==> config.mk <==
export PLATFORM = sky130hd
export DESIGN_NAME = reg_file_16x8
export DESIGN_NICKNAME = d
export VERILOG_FILES = /design/src/rtl/reg_file_16x8_pkg.sv /design/src/rtl/eight_bit_16_1_mux.sv /design/src/rtl/reg_file_16x8.sv
export SDC_FILE = /design/constraint.sdc
export NUM_CORES = 1
export LEC_CHECK = 0
export CORE_MARGIN = 5
export CORE_UTILIZATION = 25
export DETAILED_ROUTE_END_ITERATION = 10
export DONT_BUFFER_PORTS = 1
export SLEW_MARGIN = 20
export SYNTH_ARGS = -nofsm -noshare
export SYNTH_HDL_FRONTEND = slang
export SYNTH_SLANG_ARGS = --single-unit
==> constraint.sdc <==
create_clock -name clk -period 7.6 [get_ports clk]
set_clock_uncertainty 0.15 [all_clocks]
set_input_delay 0.76 -clock clk [delete_from_list [all_inputs] [get_ports clk]]
set_output_delay 0.76 -clock clk [all_outputs]
set_load 0.01 [all_outputs]
==> src/rtl/reg_file_16x8_pkg.sv <==
// reg_file_16x8_pkg: shared widths, clear value and FSM encoding for the register file
package reg_file_16x8_pkg;
   localparam int DATA_W = 8;
   localparam int ADDR_W = 4;
   localparam int DEPTH = 16;
   localparam logic [DATA_W-1:0] CLR_VAL = 8'h00;
   localparam logic [ADDR_W-1:0] LAST_ADDR = ADDR_W'(DEPTH - 1);
   typedef enum logic {IDLE = 1'b0, CLEAR = 1'b1} state_t;
endpackage

==> src/rtl/eight_bit_16_1_mux.sv <==
// eight_bit_16_1_mux: selects one of sixteen bytes a..p by {s3,s2,s1,s0}
module eight_bit_16_1_mux (
   input  logic [7:0] a, b, c, d, e, f, g, h,
   input  logic [7:0] i, j, k, l, m, n, o, p,
   input  logic       s0, s1, s2, s3,
   output logic [7:0] y
);
   // pure combinational select
   always_comb
      case ({s3, s2, s1, s0})
         4'd0:  y = a;
         4'd1:  y = b;
         4'd2:  y = c;
         4'd3:  y = d;
         4'd4:  y = e;
         4'd5:  y = f;
         4'd6:  y = g;
         4'd7:  y = h;
         4'd8:  y = i;
         4'd9:  y = j;
         4'd10: y = k;
         4'd11: y = l;
         4'd12: y = m;
         4'd13: y = n;
         4'd14: y = o;
         default: y = p;
      endcase
endmodule

==> src/rtl/reg_file_16x8.sv <==
// reg_file_16x8: 16x8 register file, one write port, two registered read ports with bypass, sequential clear engine
module reg_file_16x8
   import reg_file_16x8_pkg::*;
(
   input  logic              clk,
   input  logic              reset,
   input  logic              we,
   input  logic [ADDR_W-1:0] wa,
   input  logic [DATA_W-1:0] wd,
   input  logic [ADDR_W-1:0] ra0,
   input  logic [ADDR_W-1:0] ra1,
   input  logic              clr_req,
   output logic [DATA_W-1:0] rd0,
   output logic [DATA_W-1:0] rd1,
   output logic              busy,
   output logic              clr_done
);
   state_t            state, nxt;
   logic [ADDR_W-1:0] cnt;
   logic [DATA_W-1:0] mem [DEPTH];
   logic              wr_en;
   logic [ADDR_W-1:0] wr_a;
   logic [DATA_W-1:0] wr_d;
   logic [DATA_W-1:0] mux0, mux1;

   // the clear engine owns the single write port while it runs; user writes are dropped
   always_comb begin
      wr_en = (state == CLEAR) || we;
      wr_a  = (state == CLEAR) ? cnt : wa;
      wr_d  = (state == CLEAR) ? CLR_VAL : wd;
   end

   // storage array
   always_ff @(posedge clk or posedge reset)
      if (reset)
         for (int x = 0; x < DEPTH; x++) mem[x] <= '0;
      else if (wr_en)
         mem[wr_a] <= wr_d;

   // state register and clear counter; counter wraps to 0 on leaving CLEAR
   always_ff @(posedge clk or posedge reset)
      if (reset) begin
         state <= IDLE;
         cnt   <= '0;
      end else begin
         state <= nxt;
         cnt   <= (state == CLEAR) ? cnt + 1'b1 : '0;
      end

   // next state: requests while clearing are not queued
   always_comb
      nxt = (state == IDLE) ? (clr_req ? CLEAR : IDLE) : ((cnt == LAST_ADDR) ? IDLE : CLEAR);

   // busy is a direct decode of the state flop, so it has no input-to-output path
   always_comb
      busy = (state == CLEAR);

   eight_bit_16_1_mux u_mux0 (
      .a(mem[0]),  .b(mem[1]),  .c(mem[2]),  .d(mem[3]),
      .e(mem[4]),  .f(mem[5]),  .g(mem[6]),  .h(mem[7]),
      .i(mem[8]),  .j(mem[9]),  .k(mem[10]), .l(mem[11]),
      .m(mem[12]), .n(mem[13]), .o(mem[14]), .p(mem[15]),
      .s0(ra0[0]), .s1(ra0[1]), .s2(ra0[2]), .s3(ra0[3]),
      .y(mux0)
   );

   eight_bit_16_1_mux u_mux1 (
      .a(mem[0]),  .b(mem[1]),  .c(mem[2]),  .d(mem[3]),
      .e(mem[4]),  .f(mem[5]),  .g(mem[6]),  .h(mem[7]),
      .i(mem[8]),  .j(mem[9]),  .k(mem[10]), .l(mem[11]),
      .m(mem[12]), .n(mem[13]), .o(mem[14]), .p(mem[15]),
      .s0(ra1[0]), .s1(ra1[1]), .s2(ra1[2]), .s3(ra1[3]),
      .y(mux1)
   );

   // registered reads with write-through bypass, plus the one-cycle done pulse on the last clear write
   always_ff @(posedge clk or posedge reset)
      if (reset) begin
         rd0      <= '0;
         rd1      <= '0;
         clr_done <= 1'b0;
      end else begin
         rd0      <= (wr_en && wr_a == ra0) ? wr_d : mux0;
         rd1      <= (wr_en && wr_a == ra1) ? wr_d : mux1;
         clr_done <= (state == CLEAR) && (cnt == LAST_ADDR);
      end
endmodule

# Yosys cells after proc, flatten, opt, wreduce, memory -nomap -nowiden
# Index checks and enable logic that the tools add are counted.
word_totals:
  ff_bits: 150
  latch_bits: 0
  ram_bits: 0
  rom_bits: 0
  inputBits: 24
  output_inout_bits: 18
  elab_cells: 76
  mem_count: 0
op_classes:
  add_sub_neg: 1
  n_mul: 0
  div: 0
  n_lt_le_gt_ge: 2
  n_eq_ne: 31
  n_shift: 0
  n_mux: 13
  n_bitwise: 1
  n_reduce_logical: 7
op_table:
  columns: ["operator", "n"]
  rows:
  - ["8-bit one-hot mux with 15 select lines", 2]
  - ["128-bit bitwise mux", 1]
  - ["4-bit equality test (second input constant)", 15]
  - ["8-bit demux with 4-bit select", 1]
  - ["4-bit by 3-bit equality test with 1-bit output (second input constant)", 8]
  - ["8-bit 2-to-1 mux", 4]
  - ["4-bit by 2-bit equality test with 1-bit output (second input constant)", 4]
  - ["4-bit by 1-bit equality test with 1-bit output (second input constant)", 2]
  - ["4-bit equality test", 2]
  - ["4-bit zero test", 2]
  - ["4-bit 2-to-1 mux", 2]
  - ["5-bit >= comparator (second input constant)", 1]
  - ["5-bit by 1-bit less-than comparator with 1-bit output (second input constant)", 1]
  - ["4-bit NOT with 5-bit output", 1]
  - ["4-bit by 1-bit adder with 4-bit output (second input constant)", 1]
  - ["1-bit logical AND", 4]
  - ["1-bit 2-to-1 mux", 3]
  - ["1-bit logical OR", 1]

# Depth between registers and ports, before layout
logic_depth:
  word_depth: 7
  ltp_mapped: 8
  ltp_nobuf: 5

# Modules after synthesis
# From an unflattened synthesis, not the netlist that was laid out.
unflattened:
  hier_cells: 737
  hier_area_um2: 8500.7
by_module_without_submodules:
  columns: ["module", "instances", "cells_each", "area_per_inst_um2"]
  rows:
  - ["reg_file_16x8", 1, 399, 6040.8]
  - ["eight_bit_16_1_mux", 2, 169, 1229.9]

# Worst setup path before layout
# No wires, ideal clock.
synth_path:
  kind: "input to register"
  start: "input ra1[3]"
  end: "register rd1[2]"
  setup_time_ns: 0.121
  arrival_ns: 2.029
  t_required_ns: 7.329
  setup_slack_ns: 5.300
  stages: 8
  n_path_buf: 3
  path_cell_list: "buf_2 -> buf_2 -> buf_2 -> mux2i_1 -> o21ai_0 -> a32oi_1 -> o2111ai_1 -> a22o_1"
synth_between:
  elab_chain_cells: 3
  word_cells_on_any_way: 19
  classes_between: "15 x eq/ne; 2 x mux; 2 x reduce/logical"
synth_rtl:
  columns: ["element", "line", "rtl"]
  rows:
  - ["from (decl)", "reg_file_16x8.sv:11", "input logic [ADDR_W-1:0] ra1,"]
  - ["4-bit equality test, or another cell as far along", "eight_bit_16_1_mux.sv:10", "case ({s3, s2, s1, s0})"]
  - ["8-bit one-hot mux with 15 select lines or 1-bit logical AND (tied branches)", "eight_bit_16_1_mux.sv:10, reg_file_16x8.sv:84", null]
  - ["8-bit 2-to-1 mux *", "reg_file_16x8.sv:84", "rd1 <= (wr_en && wr_a == ra1) ? wr_d : mux1;"]
  - ["to (signal assigned)", "reg_file_16x8.sv:84", null]
  - ["to (decl)", "reg_file_16x8.sv:14", "output logic [DATA_W-1:0] rd1,"]
# Mark *: on every way between the ends. The rest lies on a longest branch, timed or not.
# A chain may end at the register's enable or synchronous reset.

# Final worst setup path
layout_path:
  start: "register state, in the netlist busy"
  end: "register mem[9] (netlist name)"
layout_between:
  elab_chain_cells: 7
  word_cells_on_any_way: 10
  classes_between: "2 x order compare; 5 x mux; 1 x bitwise; 2 x reduce/logical"
layout_rtl:
  columns: ["element", "line", "rtl"]
  rows:
  - ["from (decl)", "reg_file_16x8.sv:18", "state_t state, nxt;"]
  - ["from (signal assigned)", "reg_file_16x8.sv:46", "state <= nxt;"]
  - ["4-bit 2-to-1 mux", "reg_file_16x8.sv:29", "wr_a = (state == CLEAR) ? cnt : wa;"]
  - ["4-bit NOT with 5-bit output (implied by the code)", "reg_file_16x8.sv:38", "mem[wr_a] <= wr_d;"]
  - ["5-bit >= comparator (implied by the code) or 5-bit by 1-bit less-than comparator with 1-bit output (tied branches)", "reg_file_16x8.sv:38", null]
  - ["1-bit logical AND (implied by the code)", "reg_file_16x8.sv:38", null]
  - ["8-bit 2-to-1 mux (implied by the code)", "reg_file_16x8.sv:38", null]
  - ["8-bit demux with 4-bit select", "reg_file_16x8.sv:38", null]
  - ["128-bit bitwise mux", "reg_file_16x8.sv:38", null]
  - ["to (signal, indexed assignment)", "reg_file_16x8.sv:38", null]
  - ["to (decl)", "reg_file_16x8.sv:20", "logic [DATA_W-1:0] mem [DEPTH];"]
# Several ways; a longest one is shown, not always the timed one.

==> impl_results.md <==
* Outcome: finished clean
* Synth area leaders: dfrtp_1 44%, mux2_2 7.5%, o21ai_0 6.7%, nand2_1 5.8%, mux2i_1 2.8%
* Vias in the first global route at 6775
* CP max FO at 40
* Hold Crit Class: primary input to asynchronous set/reset pin
* CTS Buffer Depth at 2
* Initial drt markers at 1063
* Drt via density at 5.55
* Post-synthesis adder-cell area fraction at 0.147%
* Max_cap viols at 0
* CTS tree: built
* Sum Neg Setup Slack at 0 ns
* Fin nets at 871
* Synth Area in Simple Gates at approximately a fifth
* Final period util at 34.9%
* Largest net degree at the start of global routing at 91
* CTS Root Cell: clkbuf_16
* Synth Area in Compound Gates at roughly 20%
* Number of diodes at 0
* Worst slew pin tran at between 0.9 and 1 ns
* Initial antenna violation count at 0
* Synth Instances at 900
* CTS clock-pin slew for the worst setup and hold paths at 0.06 ns
* Achievable frequency at 0.377 GHz
* Slew margin rel. at 35.9%
* CP startpoint: busy$_DFF_PP0_
* Placer Congestion at 0.996
* Placement Cell Area at 8730 µm²
* Area grow syn2layout at 9.66%
* DR vias at slightly above 7000
* Die Span X at about 200 µm
* Tmin final at 2.66 ns
* FF-to-FF setup slack at 4.94 ns
* Remaining DRCs at 0
* LEAKAGE at 3.78 nW
* Grt ovf at 0
* Die area at 37800 µm²
* FP Rows at 67
* # resized after CTS at 0
* Flops & latches, synth at 150
* Hold buffers post-CTS at 0
* Crit path capture type: flop
* Yosys warnings at 0
* Port Buffers at 0
* Startpoint Class: flop
* Synth area leader: dfrtp_1
* Share of post-route cells with drive strength above 1 at 11.4%
* Mapped Avg Cell Area at 9.45 µm²
* Die H at 194 µm
* WL/cell at approximately 23 µm
* DP Worst Slack at 4.93 ns
* Routed wire length at 29.8 mm
* Mapped Area at 8510 µm²
* CTS HTree Levels at 4
* FF-to-FF Start: busy$_DFF_PP0_
* P per Cell Area at 353 nW/µm²
* Largest family of logic cells by synthesized area: compound AO/OA/AOI/OAI gates
* GR Util All Layers at 15.4%
* CTS Buf Count at 17
* Reg-to-Reg End: mem[9]$_DFFE_PP0P_
* Synth Net Count at just over 900
* R2R depth at 5
* Antenna-violating nets left at 0
* Crit path DAT at 2.81 ns
* First-pass GRT wire length at 44.6 mm
* # IOs at 42
* Final hold vios at 0
* Design Area, Final at 9330 µm²
* Post-synth top flop: dfrtp_1
* Setup ws final at 4.94 ns
* DRT Pass-1 Iters at 6
* RSZ-0062 raised after global routing: false
* Clock tree sinks at 150
* Final setup viols at 0
* XOR/XNOR share of the synthesized area at 1.24%
* Setup bufs post-CTS at 0
* Core Area at 33500 µm²
* Multiplexer share of the synthesized area at 11.1%
* Dpl hpwl at 20.3 mm
* Async SR Flop Fraction at 100%
* Yosys cell types at 69
* Filler cells at approximately 3600
* Max-slew violations at 0
* Number of flops mapped to enable cells by yosys at 0
* Clk Latency, worst-skew pair at 0.43 ns
* Max IR drop VDD at about 160 µV
* Critical Path RT at 7.76 ns
* Seq/Total Area, Yosys at 44.1%
* Starting Density at 25.4%
* Post-synth top area share at 44.1%
* Setup Crit Path Kind: flop to flop
==> cells in the final DEF (no fill, tap or decap), types with 4 or more instances in the layout <==
master | netlist | routed
and3b_1 | 10 | 10
nor2_1 | 35 | 35
a22oi_1 | 24 | 24
o22ai_1 | 9 | 9
nand2_1 | 132 | 132
a32oi_1 | 10 | 10
a21oi_1 | 11 | 11
inv_1 | 9 | 8
a31oi_1 | 10 | 10
nor3b_1 | 4 | 4
o32a_1 | 4 | 4
a221o_1 | 4 | 4
nand3_1 | 18 | 18
nor3_1 | 10 | 10
mux2_2 | 57 | 57
nand2b_1 | 21 | 21
bufinv_16 | 0 | 4
mux2i_1 | 24 | 24
and2_1 | 8 | 8
and3_1 | 5 | 5
a211oi_1 | 5 | 5
o31ai_1 | 11 | 11
o32ai_1 | 7 | 7
a32o_1 | 5 | 5
a221oi_1 | 9 | 9
dfrtp_1 | 150 | 150
nor4_1 | 7 | 7
clkbuf_16 | 0 | 17
o21ai_0 | 114 | 114
nand3b_1 | 7 | 7
nor2b_1 | 34 | 34
xnor2_1 | 11 | 11
==> layer usage <==
metal / vias up / global-route usage (%) / wire length [µm]
li1: 3169 / - / -
met1: 3560 / 21.2 / 12600
met2: 452 / 23.0 / 13000
met3: 59 / 4.21 / 3050
met4: 0 / 6.04 / 1070
met5: - / 0 / 0
==> how the worst max path moves through the flow <==
stage / endpoint / slack [ns]
floorplan: busy$_DFF_PP0_ / 2.65
global placement: mem[36]$_DFFE_PP0P_ / 4.97
detailed placement: mem[33]$_DFFE_PP0P_ / 4.93
CTS: mem[9]$_DFFE_PP0P_ / 4.90
global route: rd1[2]$_DFF_PP0_ / 4.79
finish: mem[9]$_DFFE_PP0P_ / 4.94
==> per-stage QoR <==
stage	hold WS, ns	instances	utilization, %	total power (W)
detailed placement	0.328	1275	26.0	0.00238
floorplan	0.300	900	-	0.00205
finish	0.212	1305	27.8	0.00329
global route	0.284	1305	27.8	0.00345
global placement	0.322	1275	26.0	0.00236
CTS	0.233	1305	27.8	0.00328
==> cell usage after synthesis (10+ instances only) <==
| master | number |
|---|---|
| nor3_1 | 10 |
| nand3_1 | 18 |
| buf_2 | 34 |
| mux2_2 | 57 |
| and3b_1 | 10 |
| nand2_1 | 132 |
| a22oi_1 | 24 |
| a21oi_1 | 11 |
| xnor2_1 | 11 |
| mux2i_1 | 24 |
| a31oi_1 | 10 |
| nor2b_1 | 34 |
| a32oi_1 | 10 |
| o31ai_1 | 11 |
| clkbuf_1 | 35 |
| nor2_1 | 35 |
| o21ai_0 | 114 |
| nand2b_1 | 21 |
| dfrtp_1 | 150 |
==> flip-flops by register name, summed over array words and instances, names as in the netlist <==
register	cells
busy	1
clr_done	1
cnt	4
mem	128
rd0	8
rd1	8
==> where the power goes <==
group | switching, W | internal (W) | leakage (nW)
combinational | 0.000559 | 0.000373 | 1.44
sequential | 0.000356 | 0.00111 | 2.05
clock | 0.000338 | 0.000554 | 0.297
total | 0.00125 | 0.00204 | 3.78
==> layout make-up <==
cell class	count	area (µm²)	area share, %
clock inverter	9	153	1.64
tap	448	561	6.01
timing repair buffer	2	15.0	0.161
sequential	150	3750	40.2
inverter	12	50.0	0.536
clock buffer	21	450	4.83
multi-input combinational	663	4350	46.6
==> worst max-delay path, stage by stage (launching register included) <==
cell and delay (ns):
dfrtp_1 0.33, buf_4 0.39, nor2b_1 0.28, a32o_1 0.22, nor2b_1 0.73, mux2_2 0.42
==> kinds of logic (layout without fill, tap and decap cells) <==
group / Yosys count / count (layout)
multiplexers: 84 / 84
XOR/XNOR: 12 / 12
flip-flops: 150 / 150
adder cells (fa/ha/maj): 1 / 1
buffers and inverters: 87 / 44
AND/OR/NAND/NOR: 311 / 311
AO/OA/AOI/OAI: 255 / 255
Power figures use the tool's default switching activity.
